File: src/rtl/alert_tx_array.sv
// Multi-channel differential alert sender with four-phase handshake, request coalescing and pause.
// Optional ALERT_TX_ACK_SYNC_EN: 2-flop synchroniser on each acknowledge pair.
//
// state    | meaning
// ST_IDLE  | no alert in flight, pair idles at {0,1}
// ST_HS1   | alert raised {1,0}, waiting for ack {1,0}
// ST_HS2   | alert lowered {0,1}, waiting for ack release {0,1}
// ST_PAUSE | minimum gap before the next alert
package pr_pkg;
    typedef struct packed {
        logic alert_p;
        logic alert_n;
    } alert_tx_t;

    typedef struct packed {
        logic ack_p;
        logic ack_n;
    } alert_rx_t;
endpackage

module alert_tx_array #(
    parameter int NumAlerts   = 3,
    parameter int PauseCycles = 2
) (
    input  logic                                clk_i,
    input  logic                                rst_ni,
    input  logic               [NumAlerts-1:0]  alert_req_i,
    input  pr_pkg::alert_rx_t  [NumAlerts-1:0]  alert_rx_i,
    output pr_pkg::alert_tx_t  [NumAlerts-1:0]  alert_tx_o,
    output logic               [NumAlerts-1:0]  busy_o,
    output logic               [NumAlerts-1:0]  integ_fail_o
);

    typedef enum logic [1:0] {
        ST_IDLE  = 2'd0,
        ST_HS1   = 2'd1,
        ST_HS2   = 2'd2,
        ST_PAUSE = 2'd3
    } state_e;

    localparam logic [3:0] PauseLoad = 4'(PauseCycles - 1);

    if (PauseCycles < 1 || PauseCycles > 15) begin : g_pause_chk
        $error("alert_tx_array: PauseCycles must be within 1..15");
    end
    if (NumAlerts < 1 || NumAlerts > 32) begin : g_num_chk
        $error("alert_tx_array: NumAlerts must be within 1..32");
    end

    for (genvar gi = 0; gi < NumAlerts; gi++) begin : g_ch
        pr_pkg::alert_rx_t w_ack;
        state_e            r_state;
        state_e            w_state_nxt;
        logic              r_pending;
        logic              w_pending_nxt;
        logic [3:0]        r_cnt;
        logic [3:0]        w_cnt_nxt;
        logic              r_alert_p;
        logic              r_alert_n;
        logic              r_busy;
        logic              r_integ;
        logic              w_req;
        logic              w_ack_hi;
        logic              w_ack_lo;
        logic              w_integ_err;

`ifdef ALERT_TX_ACK_SYNC_EN
        pr_pkg::alert_rx_t r_sync1;
        pr_pkg::alert_rx_t r_sync2;

        always_ff @(posedge clk_i or negedge rst_ni) begin
            if (!rst_ni) begin
                r_sync1 <= 2'b01;
                r_sync2 <= 2'b01;
            end else begin
                r_sync1 <= alert_rx_i[gi];
                r_sync2 <= r_sync1;
            end
        end

        assign w_ack = r_sync2;
`else
        assign w_ack = alert_rx_i[gi];
`endif

        // Equal rails are a broken pair: flagged, and never accepted as an ack.
        assign w_ack_hi    = w_ack.ack_p & ~w_ack.ack_n;
        assign w_ack_lo    = ~w_ack.ack_p & w_ack.ack_n;
        assign w_integ_err = ~(w_ack.ack_p ^ w_ack.ack_n);
        assign w_req       = r_pending | alert_req_i[gi];

        always_comb begin
            w_state_nxt   = r_state;
            w_cnt_nxt     = r_cnt;
            w_pending_nxt = r_pending | alert_req_i[gi];
            case (r_state)
                ST_IDLE: begin
                    if (w_req) begin
                        w_state_nxt   = ST_HS1;
                        w_pending_nxt = 1'b0;
                    end
                end
                ST_HS1: begin
                    if (w_ack_hi) begin
                        w_state_nxt = ST_HS2;
                    end
                end
                ST_HS2: begin
                    if (w_ack_lo) begin
                        w_state_nxt = ST_PAUSE;
                        w_cnt_nxt   = PauseLoad;
                    end
                end
                ST_PAUSE: begin
                    // A coalesced request leaves Pause straight into Hs1 so no cycle is spent in Idle.
                    if (r_cnt == 4'd0) begin
                        if (w_req) begin
                            w_state_nxt   = ST_HS1;
                            w_pending_nxt = 1'b0;
                        end else begin
                            w_state_nxt = ST_IDLE;
                        end
                    end else begin
                        w_cnt_nxt = r_cnt - 4'd1;
                    end
                end
                default: begin
                    w_state_nxt = ST_IDLE;
                end
            endcase
        end

        always_ff @(posedge clk_i or negedge rst_ni) begin
            if (!rst_ni) begin
                r_state   <= ST_IDLE;
                r_pending <= 1'b0;
                r_cnt     <= 4'd0;
                r_alert_p <= 1'b0;
                r_alert_n <= 1'b1;
                r_busy    <= 1'b0;
                r_integ   <= 1'b0;
            end else begin
                r_state   <= w_state_nxt;
                r_pending <= w_pending_nxt;
                r_cnt     <= w_cnt_nxt;
                r_alert_p <= (w_state_nxt == ST_HS1);
                r_alert_n <= (w_state_nxt != ST_HS1);
                r_busy    <= (w_state_nxt != ST_IDLE);
                r_integ   <= w_integ_err;
            end
        end

        assign alert_tx_o[gi].alert_p = r_alert_p;
        assign alert_tx_o[gi].alert_n = r_alert_n;
        assign busy_o[gi]             = r_busy;
        assign integ_fail_o[gi]       = r_integ;
    end

endmodule

File: config.mk
export PLATFORM = sky130hd
export DESIGN_NAME = alert_tx_array
export DESIGN_NICKNAME = d
export VERILOG_FILES = /design/src/rtl/alert_tx_array.sv
export SDC_FILE = /design/constraint.sdc
export NUM_CORES = 1
export LEC_CHECK = 0
export ABC_AREA = 1
export CAP_MARGIN = 20
export CELL_PAD_IN_SITES_DETAIL_PLACEMENT = 0
export CELL_PAD_IN_SITES_GLOBAL_PLACEMENT = 1
export CORE_AREA = 4 4 89 70
export CTS_CLUSTER_SIZE = 8
export DETAILED_ROUTE_END_ITERATION = 8
export DIE_AREA = 0 0 93 74
export PLACE_DENSITY = 0.78
export SYNTH_ARGS = -nofsm -noshare
export SYNTH_HDL_FRONTEND = slang
export SYNTH_SLANG_ARGS = --single-unit
export TNS_END_PERCENT = 50
File: constraint.sdc
create_clock -name clk_i -period 1.4 [get_ports clk_i]
set_input_delay 0.21 -clock clk_i [delete_from_list [all_inputs] [get_ports clk_i]]
set_output_delay 0.21 -clock clk_i [all_outputs]
set_load 0.005 [all_outputs]
==> run metrics, run 1 <==
IO Port Bufs=22; Buf/Inv on CP=4; GRT overflow=0; cell accounting for the most synthesized area=dfrtp_1; Cell Pwr Density=2100 mW/mm²; clock-pin slew on the worst setup and hold paths=70 ps; max_slew headroom=78.5%; post-route ant nets=0; YS warnings=0; Final Power=5540 µW; # IOs=23; Tmin final=1360 ps; drt wl/cell=10.3 µm; max_cap viols=0; HP Class=primary input to asynchronous set/reset pin; final worst setup slack=37.0 ps; drt drc=0; NumNets Final=331; crit-path cells=inv_2, ha_4, inv_4, buf_4, buf_4, a21oi_2, nand2_1; clk root buf=clkbuf_8; synthesized net count=294; Skew-Pair Late Insertion Delay=280 ps; Yosys top cell area share=36.2%; RSZ-0062 raised after global routing=yes; cts bufs inserted=5; fin crit share=97.4%; Post-Syn Area=0.00207 mm²; initial DRC count=65; Mapped Avg Cell Area=8.00 µm²; row count=23; Clock Path Buffers=2; pre-CTS WS=-216 ps; status=completed; Worst path max stage delay=420 ps; Inserted Diodes=0; synth top area cells=dfrtp_1, ha_1, nand2_1; # setup viols final=0; data required time at the worst endpoint=1570 ps; post-synthesis sequential element count=33; slowest CP cell=dfrtp_1; crit path kind=register to register; GRT Total Usage=11.7%; CTS tree=built; fillers=512; total wire length=3.84 mm; Final Hold Vio Count=0; Cell Area, Placed=0.00243 mm²; first-pass GRT wire length=6.44 mm; sequential-to-total area share from yosys stat=40.0%; Synth cell types=20; DR vias/cell=4.32; initial antenna violation count=0; cell family with most CP delay=buffers and inverters; share of cells above drive strength 1=25.3%; Synth-to-Final Area Change=27.4%; Mapped Cells=259; largest net degree at the start of global routing=34; routability-driven placement congestion ratio=0.748; maximum vdd drop=0.846 mV; Die ar.=0.00688 mm²; fmax=734 MHz; worst slew pin tran=321 ps; Num Clock Sinks=33; # H-tree levels=2; crit start category=register; post-route cell area=0.00264 mm²; Arrival @ worst endpoint=1530 ps; post-route clock skew=6.10 ps; number of global-route vias before repair=1,496; Critical Path Sink Type=register; routed via count=1,608; Slew Limit Fails=0; Core Footprint=0.00530 mm²; Die W=93 µm; Detailed Place HPWL=2.86 mm; starting density of the core=39.2%; LEAKAGE=0.00129 µW; die height=74 µm; first drt pass iteration count=4; Most common cell on crit path=buf_4; Crit Path Max Fanout=5
metal layers:
metal	part of all wire [%]	track usage, %	wire [µm]	vias to the layer above
met1	53	16.6	2020	707
met2	42	17.8	1630	22
met3	3.9	2.93	150	5
met5	0	0	0	-
li1	-	-	-	874
met4	1.0	3.41	40	0
per-stage QoR:
stage,std cells,hold slack [ps],util (%),TNS [ps]
2_1_floorplan,259,-85.6,-,0
3_3_place_gp,360,468,45.9,-2470
3_5_place_dp,360,469,45.9,-2830
4_1_cts,368,281,47.9,0
5_1_grt,372,298,49.9,-40.5
6_report,372,282,49.9,0
where the power goes:
group	internal [µW]	switching [µW]
Combinational	1420	1690
Sequential	1390	238
Clock	445	357
layout make-up:
type,count,area [µm²],area share (%)
repair buffers,42,379,14.4
well taps,75,93.8,3.55
clock buffers,7,96.3,3.65
flip-flops and latches,33,832,31.5
inverters,43,164,6.21
multi-input cells,171,1070,40.5
clock inverters,1,5.00,0.189
cell families (layout without fill, tap and decap cells):
| kind of cell | count (synthesis) | in the layout | share of synthesized area [%] |
|---|---|---|---|
| compound gates | 25 | 25 | 7.12 |
| flops | 33 | 33 | 40.0 |
| xor+xnor | 3 | 3 | 1.27 |
| simple gates | 119 | 119 | 25.0 |
| fa+ha+maj | 24 | 24 | 14.5 |
| buf+inv | 55 | 93 | 12.1 |
synth_stat cells:
master / count
a21oi_1: 5
a21oi_4: 2
buf_4: 12
dfrtp_1: 30
dfstp_2: 3
ha_1: 24
inv_1: 41
inv_2: 2
nand2_1: 56
nand2_2: 5
nand3_1: 19
nand3_4: 1
nand4_1: 4
nor2_1: 29
nor2_2: 4
nor3_1: 1
o21ai_0: 12
o21ai_1: 6
xnor2_1: 2
xor2_1: 1
layout by cell type (no fill, tap or decap), types with 3 or more instances in the layout:
master	n
nand2_1	55
inv_1	31
dfrtp_1	28
nor2_1	25
nand3_1	19
clkdlybuf4s50_1	19
buf_4	19
ha_1	14
inv_2	11
o21ai_0	9
nor2_2	8
o21ai_1	8
ha_2	7
clkbuf_8	7
nand2_2	6
nand4_1	4
a21oi_1	3
ha_4	3
dfstp_2	3
dlygate4sd2_1	3
worst paths after layout:
path | slack, ps | cells past startpoint | from | to
setup reg to reg | 40 | 7 | g_ch[2].r_state[0] | g_ch[2].r_busy
min in group clk_i | 500 | 1 | g_ch[0].r_cnt[0] | g_ch[0].r_cnt[0]
hold / removal | 280 | 2 | rst_ni | g_ch[1].r_cnt[3]
setup / recovery | 40 | 7 | g_ch[2].r_state[0] | g_ch[2].r_busy
hold reg to reg | 500 | 1 | g_ch[0].r_cnt[0] | g_ch[0].r_cnt[0]
max in group asynchronous | 860 | 2 | rst_ni | g_ch[2].r_alert_n
sequential cells by signal, summed over array words and instances (netlist names):
register	count
g_ch.r_integ	3
g_ch.r_state	6
g_ch.r_alert_n	3
g_ch.r_alert_p	3
g_ch.r_cnt	12
g_ch.r_busy	3
g_ch.r_pending	3
repair_timing:
action                     in CTS  in global routing
pin swaps                       1                 10
setup endpoints to repair       9                 22
setup buffers                   0                  4
hold buffers                    0                  0
gates resized for setup         7                 33
Power figures use the tool's default switching activity.
==> run 2, diff against run 1 <==
Settings changed: SLEW_MARGIN set to 25.
==> results of run 2 <==
The final DEF is identical to that of run 1; final timing and power are the same.
==> run 3, diff against run 2 <==
--- a/config.mk
+++ b/config.mk
@@ -16,2 +16,3 @@
 export PLACE_DENSITY = 0.78
+export RECOVER_POWER = 100
 export SLEW_MARGIN = 25
@@ -20,2 +21,2 @@
 export SYNTH_SLANG_ARGS = --single-unit
-export TNS_END_PERCENT = 50
+export TNS_END_PERCENT = 20
==> constraint.sdc (replaced) <==
create_clock -name clk_i -period 1.4 [get_ports clk_i]
set_input_delay 0.28 -clock clk_i [delete_from_list [all_inputs] [get_ports clk_i]]
set_output_delay 0.28 -clock clk_i [all_outputs]
set_load 0.005 [all_outputs]
==> run metrics, run 3 (same netlist as run 1, synthesis figures left out) <==
status=completed (unchanged); Buf/Inv on CP=2 (was 4); Core Footprint=0.00530 mm² (unchanged); # setup viols final=0 (unchanged); drt wl/cell=11.1 µm (was 10.3 µm); Top Layer Used=met4 (unchanged); clock-pin slew on the worst setup and hold paths=70 ps (about the same); metal2 WL=1.93 mm (was 1.63 mm); worst slew pin tran=839 ps (was 321 ps); Top reg by flops=g_ch.r_cnt (unchanged); clk root buf=clkbuf_8 (unchanged); M1 WL=2.10 mm (was 2.02 mm); DR vias/cell=4.49 (was 4.32); fmax=736 MHz (was 734 MHz); die height=74 µm (unchanged); max_slew headroom=44.1% (was 78.5%); largest net degree at the start of global routing=34 (unchanged); crit path kind=register to register (unchanged); post-route clock skew=4.49 ps (was 6.10 ps); commonest non-fill, non-tap cells in the layout=nand2_1, inv_1, dfrtp_1 (unchanged); Worst path max stage delay=460 ps (was 420 ps); Slew Limit Fails=0 (unchanged); Num Clock Sinks=33 (unchanged); maximum vdd drop=0.786 mV (was 0.846 mV); fin cells=377 (was 372); initial DRC count=44 (was 65); GRT Total Usage=12.5% (was 11.7%); LEAKAGE=0.00133 µW (was 0.00129 µW); hold buffer count at CTS=0 (unchanged); post-route ant nets=0 (unchanged); Cell Pwr Density=2170 mW/mm² (was 2100 mW/mm²); GRT overflow=0 (unchanged); CTS tree=built (unchanged); first-pass GRT wire length=6.97 mm (was 6.44 mm); number of global-route vias before repair=1,599 (was 1,496); Crit Path Max Fanout=4 (was 5); max_cap viols=0 (unchanged); starting density of the core=39.2% (unchanged); fin crit share=97.1% (was 97.4%); row count=23 (unchanged); max reg flops=12 (unchanged); NumNets Final=336 (was 331); Final Hold Vio Count=0 (unchanged); data required time at the worst endpoint=1560 ps (was 1570 ps); metal3 WL=146 µm (was 150 µm); Skew-Pair Late Insertion Delay=280 ps (about the same); Synth-to-Final Area Change=32.4% (was 27.4%); # IOs=23 (unchanged); Inserted Diodes=0 (unchanged); placed insts=360 (unchanged); Most common cell on crit path=nand2_2 (was buf_4); Final Power=5950 µW (was 5540 µW); IO Port Bufs=22 (unchanged); Critical Path Sink Type=register (unchanged); share of cells above drive strength 1=30.1% (was 25.3%); RSZ-0062 raised after global routing=yes (unchanged); cts bufs inserted=5 (unchanged); R2R Setup Slk=40 ps (about the same); first drt pass iteration count=4 (unchanged); Die W=93 µm (unchanged); drt drc=0 (unchanged); HP Class=primary input to register (was primary input to asynchronous set/reset pin); slowest CP cell=dfrtp_2 (was dfrtp_1); cell family with most CP delay=flip-flops (was buffers and inverters); biggest regs=g_ch.r_cnt x12, g_ch.r_state x6 (unchanged); Die ar.=0.00688 mm² (unchanged); Tmin final=1360 ps (about the same); routability-driven placement congestion ratio=0.748 (about the same); crit-path cells=buf_6, ha_4, buf_4, nand2_2, nand2_2, nor2_2, nand2_1 (was inv_2, ha_4, inv_4, buf_4, buf_4, a21oi_2, nand2_1); Detailed Place HPWL=2.97 mm (was 2.86 mm); commonest non-fill, non-tap cell in the layout=nand2_1 (unchanged); Arrival @ worst endpoint=1520 ps (was 1530 ps); crit start category=register (unchanged); initial antenna violation count=0 (unchanged); total wire length=4.20 mm (was 3.84 mm); # H-tree levels=2 (unchanged); routed via count=1,692 (was 1,608); Clock Path Buffers=2 (unchanged)
## run 3: cell types whose count changed in the layout (fill, tap and decap cells not counted), sizes merged
cell,change
buf,+4
clkbuf,+1
clkdlybuf4s50,-12
clkdlybuf4s25,+7
dlymetal6s2s,+2
dlygate4sd2,+2
dlygate4sd3,+1
bufinv,+1
clkinv,-1
## run 3: where the power goes
group,internal [µW],leakage (µW),switching [µW],total [µW]
registers,1390,0.000403,263,1650
clock network,581,0.0000585,350,931
logic,1530,0.000873,1830,3370
## run 3: timing repair
| action | 4_1_cts | 5_1_grt |
|---|---|---|
| setup buffers | 0 | 9 |
| pin swaps | 0 | 20 |
| setup endpoints to repair | 8 | 29 |
| resized for setup | 6 | 69 |
## run 3: layout make-up
cell class,instances,area [µm²]
clock inverter,1,30.0
timing repair buffer,47,408
fill,519,2550
tap,75,93.8
multi-input combinational,171,1130
clock buffer,7,86.3
inverter,43,166
sequential,33,833
## run 3: worst paths after layout
path | end | from | depth (start not counted)
setup / recovery | g_ch[2].r_busy | g_ch[2].r_state[1] | 7
hold / removal | g_ch[0].r_integ | alert_rx_i[0] | 3
setup reg to reg | g_ch[2].r_busy | g_ch[2].r_state[1] | 7
hold reg to reg | g_ch[0].r_cnt[1] | g_ch[0].r_cnt[1] | 2
max in group asynchronous | g_ch[2].r_state[1] | rst_ni | 2
min in group asynchronous | g_ch[0].r_cnt[3] | rst_ni | 2
## run 3: layer usage
| metal | global-route usage, % | vias up |
|---|---|---|
| li1 | - | 880 |
| met2 | 18.8 | 27 |
| met5 | 0 | - |
| met3 | 3.44 | 4 |
| met4 | 3.41 | 0 |
| met1 | 17.9 | 781 |
## run 3: worst register-to-register path: stages, from the launching register on
cell     delay (ps)
dfrtp_2         460
buf_6           150
ha_4            170
buf_4           130
nand2_2          80
nand2_2          60
nor2_2          140
nand2_1          70
## run 3: per-stage QoR
stage | instance area [µm²] | hold slack [ps] | utilization [%] | setup TNS [ps] | setup WS [ps]
2_1_floorplan | 2070 | -15.6 | - | 0 | 131
3_3_place_gp | 2430 | 468 | 45.9 | -4350 | -255
3_5_place_dp | 2430 | 473 | 45.9 | -4760 | -284
4_1_cts | 2540 | 361 | 48.0 | -61.8 | -61.8
5_1_grt | 2750 | 367 | 51.8 | -289 | -52.0
6_report | 2750 | 336 | 51.8 | 0 | 40.5
